--- src/rtl/end_screen_ctrl.sv ---
// End-of-game sequencer: freeze, fade, win overlay with blink, restart.
// Also the final registered pixel stage driving the VGA colour.
module end_screen_ctrl #(
    parameter int unsigned FREEZE_FRAMES   = 60,
    parameter int unsigned FADE_FRAMES     = 15,
    parameter int unsigned BLINK_FRAMES    = 30,
    parameter int unsigned MIN_SHOW_FRAMES = 90,
    parameter int unsigned TIMEOUT_FRAMES  = 600
) (
    input  logic        clk,
    input  logic        resetN,
    input  logic        startOfFrame,
    input  logic        gameEnded,
    input  logic        playerWon,
    input  logic        restartKey,
    input  logic [11:0] backgroundRGB,
    input  logic        win_screen_dr,
    input  logic [11:0] win_screen_RGB,
    output logic [11:0] RGBout,
    output logic        freezeGame,
    output logic        restartGame,
    output logic        showingEnd
);

    localparam logic [9:0] FREEZE_LAST  = 10'(FREEZE_FRAMES - 1);
    localparam logic [9:0] FADE_LAST    = 10'(FADE_FRAMES - 1);
    localparam logic [9:0] BLINK_LAST   = 10'(BLINK_FRAMES - 1);
    localparam logic [9:0] MIN_SHOW     = 10'(MIN_SHOW_FRAMES);
    localparam logic [9:0] TIMEOUT_LAST = 10'(TIMEOUT_FRAMES - 1);

    typedef enum logic [2:0] {
        S_PLAY,
        S_FREEZE,
        S_FADE,
        S_SHOW,
        S_RESTART,
        S_WAIT_REL
    } state_t;

    state_t      state_q, state_d;
    logic [9:0]  fcnt_q, fcnt_d;
    logic [9:0]  step_q, step_d;
    logic [9:0]  step_last;
    logic [1:0]  dim_q, dim_d;
    logic        blink_q, blink_d;
    logic        won_q, won_d;
    logic [11:0] rgb_q, rgb_d;
    logic [11:0] dimmed;
    logic        key_ok, timeout;

    always_comb begin
        state_d = state_q;
        dim_d   = dim_q;
        blink_d = blink_q;
        won_d   = won_q;
        key_ok  = restartKey && (fcnt_q >= MIN_SHOW);
        timeout = startOfFrame && (fcnt_q == TIMEOUT_LAST);

        unique case (state_q)
            S_PLAY: begin
                dim_d = 2'd0;
                if (gameEnded) begin
                    won_d   = playerWon;
                    state_d = S_FREEZE;
                end
            end
            S_FREEZE: begin
                dim_d = 2'd0;
                if (startOfFrame && fcnt_q == FREEZE_LAST)
                    state_d = S_FADE;
            end
            S_FADE: begin
                if (startOfFrame && step_q == FADE_LAST) begin
                    dim_d = (dim_q == 2'd2) ? dim_q : dim_q + 2'd1;
                    if (dim_d == 2'd2)
                        state_d = S_SHOW;
                end
            end
            S_SHOW: begin
                if (startOfFrame && step_q == BLINK_LAST)
                    blink_d = ~blink_q;
                if (key_ok || timeout)
                    state_d = S_RESTART;
            end
            S_RESTART: state_d = S_WAIT_REL;
            S_WAIT_REL: begin
                if (!restartKey && !gameEnded) begin
                    state_d = S_PLAY;
                    dim_d   = 2'd0;
                end
            end
            default: state_d = S_PLAY;
        endcase

        if (state_d == S_SHOW && state_q != S_SHOW)
            blink_d = 1'b1;
    end

    // step wraps per fade step or blink half-period; fcnt is time-in-state
    always_comb begin
        step_last = 10'd0;
        if (state_q == S_FADE)
            step_last = FADE_LAST;
        else if (state_q == S_SHOW)
            step_last = BLINK_LAST;

        fcnt_d = fcnt_q;
        step_d = step_q;
        if (state_d != state_q) begin
            fcnt_d = 10'd0;
            step_d = 10'd0;
        end else if (startOfFrame) begin
            fcnt_d = fcnt_q + 10'd1;
            step_d = (step_q == step_last) ? 10'd0 : step_q + 10'd1;
        end
    end

    always_comb begin
        dimmed = {backgroundRGB[11:8] >> dim_q,
                  backgroundRGB[7:4] >> dim_q,
                  backgroundRGB[3:0] >> dim_q};
        rgb_d  = dimmed;
        if (state_q == S_SHOW && won_q && blink_q && win_screen_dr)
            rgb_d = win_screen_RGB;
    end

    always_ff @(posedge clk or negedge resetN) begin
        if (!resetN) begin
            state_q <= S_PLAY;
            fcnt_q  <= 10'd0;
            step_q  <= 10'd0;
            dim_q   <= 2'd0;
            blink_q <= 1'b1;
            won_q   <= 1'b0;
            rgb_q   <= 12'h000;
        end else begin
            state_q <= state_d;
            fcnt_q  <= fcnt_d;
            step_q  <= step_d;
            dim_q   <= dim_d;
            blink_q <= blink_d;
            won_q   <= won_d;
            rgb_q   <= rgb_d;
        end
    end

    assign RGBout      = rgb_q;
    assign freezeGame  = (state_q != S_PLAY);
    assign restartGame = (state_q == S_RESTART);
    assign showingEnd  = state_q inside {S_FADE, S_SHOW, S_RESTART};

endmodule

--- config.mk ---
export PLATFORM = sky130hd
export DESIGN_NAME = end_screen_ctrl
export DESIGN_NICKNAME = d
export VERILOG_FILES = /design/src/rtl/end_screen_ctrl.sv
export SDC_FILE = /design/constraint.sdc
export NUM_CORES = 1
export LEC_CHECK = 0
export ABC_AREA = 1
export CAP_MARGIN = 10
export CORE_UTILIZATION = 48
export CTS_BUF_LIST = sky130_fd_sc_hd__clkbuf_2
export DETAILED_ROUTE_END_ITERATION = 10
export HOLD_SLACK_MARGIN = 0.12
export PLACE_DENSITY = 0.88
export SLEW_MARGIN = 30
export SYNTH_ARGS = -nofsm -noshare
export SYNTH_HDL_FRONTEND = slang
export SYNTH_SLANG_ARGS = --single-unit
--- constraint.sdc ---
create_clock -name clk -period 1.9 [get_ports clk]
set_clock_uncertainty 0.15 [all_clocks]
set_input_delay 0.38 -clock clk [delete_from_list [all_inputs] [get_ports clk]]
set_output_delay 0.38 -clock clk [all_outputs]
set_load 0.05 [all_outputs]
## Word-level counts from Yosys, hierarchy flattened

Cells that the tools add are included.

- Reduce and logical (&&, ||, !) cells: 24
- $add $sub $neg: 3
- Shift-type cells: 3
- Eq/ne operators: 17
- Bitwise logic cells: 1
- Magnitude comparators: 1
- Muxes and demuxes: 22

Operator list:

| kind | number |
|---|---|
| two-way mux 10 bit | 5 |
| adder 10 x 1 -> 10 bit (second input constant) | 2 |
| two-way mux 3 bit | 6 |
| case mux 3 bit (6 select lines) | 1 |
| two-way mux 12 bit | 1 |
| >> shifter 4 x 2 -> 4 bit | 3 |
| == test 10 bit | 1 |
| == test 10 bit (second input constant) | 1 |
| == test 10 x 4 -> 1 bit (second input constant) | 1 |
| == test 10 x 5 -> 1 bit (second input constant) | 1 |
| == test 10 x 6 -> 1 bit (second input constant) | 1 |
| >= comparator 10 x 7 -> 1 bit (second input constant) | 1 |
| logical AND 1 bit | 10 |
| two-way mux 5 bit | 2 |
| == test 3 x 2 -> 1 bit (second input constant) | 3 |
| nonzero test 3 bit | 3 |
| == test 3 bit (second input constant) | 2 |
| two-way mux 2 bit | 3 |
| case mux 2 bit (3 select lines) | 1 |
| nonzero test 2 bit | 3 |
| == test 2 bit (second input constant) | 2 |
| != test 2 bit (second input constant) | 2 |
| AND reduction 2 bit | 2 |
| == test 3 x 1 -> 1 bit (second input constant) | 1 |
| other kinds (10) | 13 |

- Word-level logic and storage cells: 78
- Output and inout bits: 15
- Input port bits: 31
- Bits in registers: 39

## Longest topological paths before layout

- Depth in word-level cells: 10
- Mapped depth: 14
- Mapped depth without buffers: 13

## Worst setup path after synthesis

Ideal clock, no wire load.

- Path kind: register to register
- From: register dim_q[0]
- To: register step_q[3]
- Data required time: 1.629 ns
- Arrival time: 1.841 ns
- Cell stages (with the launch flop): 14
- Path slack: -0.213 ns
- Setup time: 0.121 ns
- Buffers on the path: 3
- Cells stage by stage: dfrtp_1 buf_2 inv_1 clkbuf_1 ha_1 inv_1 nor2_1 a21oi_1 nand3_2 nand2_1 nand2_1 nand2_2 buf_6 nor2_1

- Cells in the longest elaborated chain, start to end: 8

Ends and longest elaborated chain:

| element | line | text |
|---|---|---|
| start: declaration | 44 | `logic [1:0] dim_q, dim_d;` |
| start signal: assignment | 140 | `dim_q <= dim_d;` |
| adder 2 x 1 -> 2 bit or == test 2 bit (tied branches) | 74 | `dim_d = (dim_q == 2'd2) ? dim_q : dim_q + 2'd1;` |
| two-way mux 2 bit (*) | 74 |  |
| == test 2 bit (*) | 75 | `if (dim_d == 2'd2)` |
| two-way mux 3 bit (*) | 75 |  |
| two-way mux 3 bit (*) | 73 | `if (startOfFrame && step_q == FADE_LAST) begin` |
| case mux 3 bit (6 select lines) (*) | 59 | `unique case (state_q)` |
| named net state_d[0] | 40 | `state_t state_q, state_d;` |
| != test 3 bit (*) | 109 | `if (state_d != state_q) begin` |
| two-way mux 10 bit or nonzero test 2 bit (tied branches) | - |  |
| end signal: assignment | 139 | `step_q <= step_d;` |
| end: declaration | 42 | `logic [9:0] step_q, step_d;` |

Mark *: on every way through the listed nets, which the timed path passes. The rest lies on a longest branch.
A chain may end at the register's enable or synchronous reset.

## Worst setup path in the final report

- From: register state_q[0]
- To: register fcnt_q[0]

- Cells in the longest elaborated chain, start to end: 5

Ends and longest elaborated chain:

| element | line | text |
|---|---|---|
| start: declaration | 40 |  |
| start signal: assignment | 137 | `state_q <= state_d;` |
| two-way mux 3 bit | 75 |  |
| two-way mux 3 bit | 73 |  |
| case mux 3 bit (6 select lines) | 59 |  |
| != test 3 bit (*) | 109 |  |
| two-way mux 10 bit or nonzero test 2 bit (tied branches) | - |  |
| end signal: assignment | 138 | `fcnt_q <= fcnt_d;` |
| end: declaration | 41 | `logic [9:0] fcnt_q, fcnt_d;` |

Every way passes the cells marked *; elsewhere a longest branch is shown, timed or not.

==> impl_metrics.tcl <==
set metrics [dict create \
    clk_latency_ns 0.42 \
    setup_tns_ns -3.31 \
    rows 24 \
    finalHoldViolCount 0 \
    clkSlewWorstSetupHoldPaths_ns 0.21 \
    cp-start-kind "register" \
    grtUsageTotal_pct 25.6 \
    synth.net_count 347 \
    grt_first_pass_wirelength_um 10200 \
    gp_congestion 0.885 \
    h-tree-depth 2 \
    wire_per_inst_um 16.0 \
    rsz0062_at_grt "yes" \
    die_h_um 71.4 \
    ys_seq_area_share_pct 42.3 \
    power_leakage_nw 1.61 \
    synthesis.instances 310 \
    chipWidth_um 71.4 \
    cap_violations 0 \
    ys_types 31 \
    grt_max_degree 24 \
    utilization_pct 77.6 \
    hp-class "input pin to asynchronous set/reset pin" \
    clkPwrFrac_pct 18.9 \
    finalSetupViolCount 23 \
    vias 2466 \
    holdWs_ns 0.235 \
    viasPerCell 5.46 \
    cts_tree "yes" \
    path_cells "inv_4 > nand3_4 > buf_4 > nor2_2 > and2_4 > nor2_1 > nand3_1 > nand2_2 > nand2_4 > clkbuf_16 > nor2_4" \
    nNetsFinal 436 \
    fin_cells 452 \
    cp_top_family "simple AND/OR/NAND/NOR gates" \
    seqPwrFrac_pct 46.9 \
    ys.flop_type "dfrtp_1" \
    synth-warning-count 0 \
    areaGrowthSynthToFinish_pct 51.1 \
    cpMaxStageDelayCell "dfrtp_2" \
    antenna_left 0 \
    first_pass_iters 8 \
    fin_crit_ns 2.09 \
    coreArea_um2 4500 \
    fmax_ghz 0.478 \
    clock_sinks 39 \
    status "finished, violations left" \
    max_stage_delay_ns 0.51 \
    cp_data_required_time_ns 2.08 \
    drc 4 \
    violations "design-rule violations, negative setup slack" \
    synthArstFlopShare_pct 100 \
    synth_area_um2 2310 \
    first_iter_violations 202 \
    drt_wl_total_um 7250 \
    period_share_pct 110 \
    slew_violations 0 \
    crit_type "register to register" \
    peakVddDrop_v 0.000625 \
    synth_area_per_cell_um2 7.46 \
    dieArea_um2 5100 \
    diodes 0 \
    power_mw 2.00 \
    dp_hpwl_um 4140 \
    p_per_area_nw_per_um2 573 \
    final.setup.worst_slack_ns -0.193 \
    antenna_found_initial 0 \
    critPathArrivalTime_ns 2.27 \
    fillers 277 \
    swShare_pct 35.3 \
    root_buffer "clkbuf_2" \
    ys_seq_elements 39 \
    dpl_cell_area_um2 3000 \
    layout-drive-gt1-share_pct 30.5 \
    cts_buffer_depth 2 \
    p_comb_share_pct 34.1 \
    synth_edf_count 0 \
    cts_made_buffers 5 \
    tightestPinTransition_ns 0.436 \
    io_pins 46 \
    p_sw_uw 707 \
    start_util_pct 51.3 \
    port_buffers 45 \
    intPower_mw 1.29 \
    final_cell_area_um2 3490 \
    slew_headroom_pct 70.9 \
    grt_overflow_total 0 \
    grt_pass1_vias 2289 \
    cp_max_fo 6 \
    critPathBufInv 3 \
    dp.cells 424 \
    crit_path_end_kind "register" \
    dp_slack_ns -0.319 \
]
-- layout make-up --
class                           instances  area [um^2]  area share, %
Clock buffer                            5         25.0          0.716
Clock inverter                          3         15.0          0.430
Inverter                               40          160           4.58
Multi-Input combinational cell        223         1370           39.3
Sequential cell                        39          980           28.0
Tap cell                               52         65.1           1.86
Timing Repair Buffer                   90          877           25.1
-- cell families after synthesis --
family	Yosys count	synth area share (%)
compound gates	28	6.98
xor+xnor	15	5.68
fa+ha+maj	6	3.25
buf+inv	48	8.77
flops	39	42.3
mux	3	1.30
simple gates	171	31.8
-- sequential cells by signal, summed over array words and instances (netlist names) --
signal and flops:
dim_q 2, blink_q 1, RGBout 12, won_q 1
fcnt_q 10, state_q 3, step_q 10
-- final timing paths --
kind / start / to / slack, ns / depth (start not counted)
worst max-delay path: state_q[0]$_DFF_PN0_ / fcnt_q[0]$_DFFE_PN0P_ / -0.19 / 11
worst min-delay path: resetN / fcnt_q[8]$_DFFE_PN0P_ / 0.23 / 2
worst max register to register: state_q[0]$_DFF_PN0_ / fcnt_q[0]$_DFFE_PN0P_ / -0.19 / 11
worst min register to register: won_q$_DFFE_PN0P_ / won_q$_DFFE_PN0P_ / 0.42 / 2
max in group asynchronous: resetN / blink_q$_DFFE_PN1P_ / 0.82 / 3
min in group clk: playerWon / won_q$_DFFE_PN0P_ / 0.31 / 3
-- layer usage --
| metal | global-route usage (%) | routed length [um] |
|---|---|---|
| met1 | 33.0 | 2980 |
| met2 | 41.6 | 3640 |
| met3 | 5.20 | 435 |
| met4 | 11.8 | 197 |
| met5 | 0 | 0 |
-- power groups by stage --
| stage | Sequential (mW) | Combinational, mW | Clock [mW] |
|---|---|---|---|
| after detailed placement | 0.951 | 0.411 | 0 |
| after floorplan | 0.985 | 0.193 | 0 |
| final | 0.940 | 0.683 | 0.379 |
| after global routing | 0.948 | 0.719 | 0.412 |
| after CTS | 0.927 | 0.468 | 0.379 |
| after global placement | 0.946 | 0.402 | 0 |
-- layout by cell type (no fill, tap or decap), types with 2 or more instances in the layout --
cell type and n:
nand2_1 74, buf_4 46, dfrtp_1 36, inv_1 32, clkdlybuf4s50_1 29, nand3_1 25
nor2_1 22, nor2_4 14, xor2_1 12, o21ai_0 11, nor2_2 7, nand2_2 7
nand3_4 6, buf_12 6, nand4_1 5, clkbuf_2 5, buf_6 5, inv_2 4
inv_4 4, a21oi_1 4, ha_1 4, nor3_1 3, mux2i_1 3, o31ai_1 3
a31oi_1 3, xnor2_1 3, clkinv_2 3, nor3_2 2, a21oi_2 2, nor4_1 2
o21ai_1 2, clkbuf_16 2, dfrtp_2 2
-- synth_stat cells, types with 3 or more instances --
| cell | n | area share (%) |
|---|---|---|
| a21oi_1 | 6 | 1.3 |
| a31oi_1 | 3 | 0.81 |
| buf_2 | 3 | 0.65 |
| dfrtp_1 | 38 | 41 |
| ha_1 | 6 | 3.2 |
| inv_1 | 38 | 6.2 |
| mux2i_1 | 3 | 1.3 |
| nand2_1 | 80 | 13 |
| nand3_1 | 30 | 6.5 |
| nand4_1 | 5 | 1.4 |
| nor2_1 | 43 | 7.0 |
| nor3_1 | 4 | 0.87 |
| o21ai_0 | 13 | 2.8 |
| o31ai_1 | 3 | 0.97 |
| xnor2_1 | 3 | 1.1 |
| xor2_1 | 12 | 4.5 |
-- what timing repair did --
item / 4_1_cts / 5_1_grt
resized for setup: 14 / 63
pin swaps: 1 / 11
hold buffers: 1 / 0
endpoints found under the setup margin: 23 / 35
endpoints found under the hold margin: 38 / 0
setup buffers: 13 / 3
cloned: 0 / 3
No activity file was read; power rests on OpenSTA's default activity.
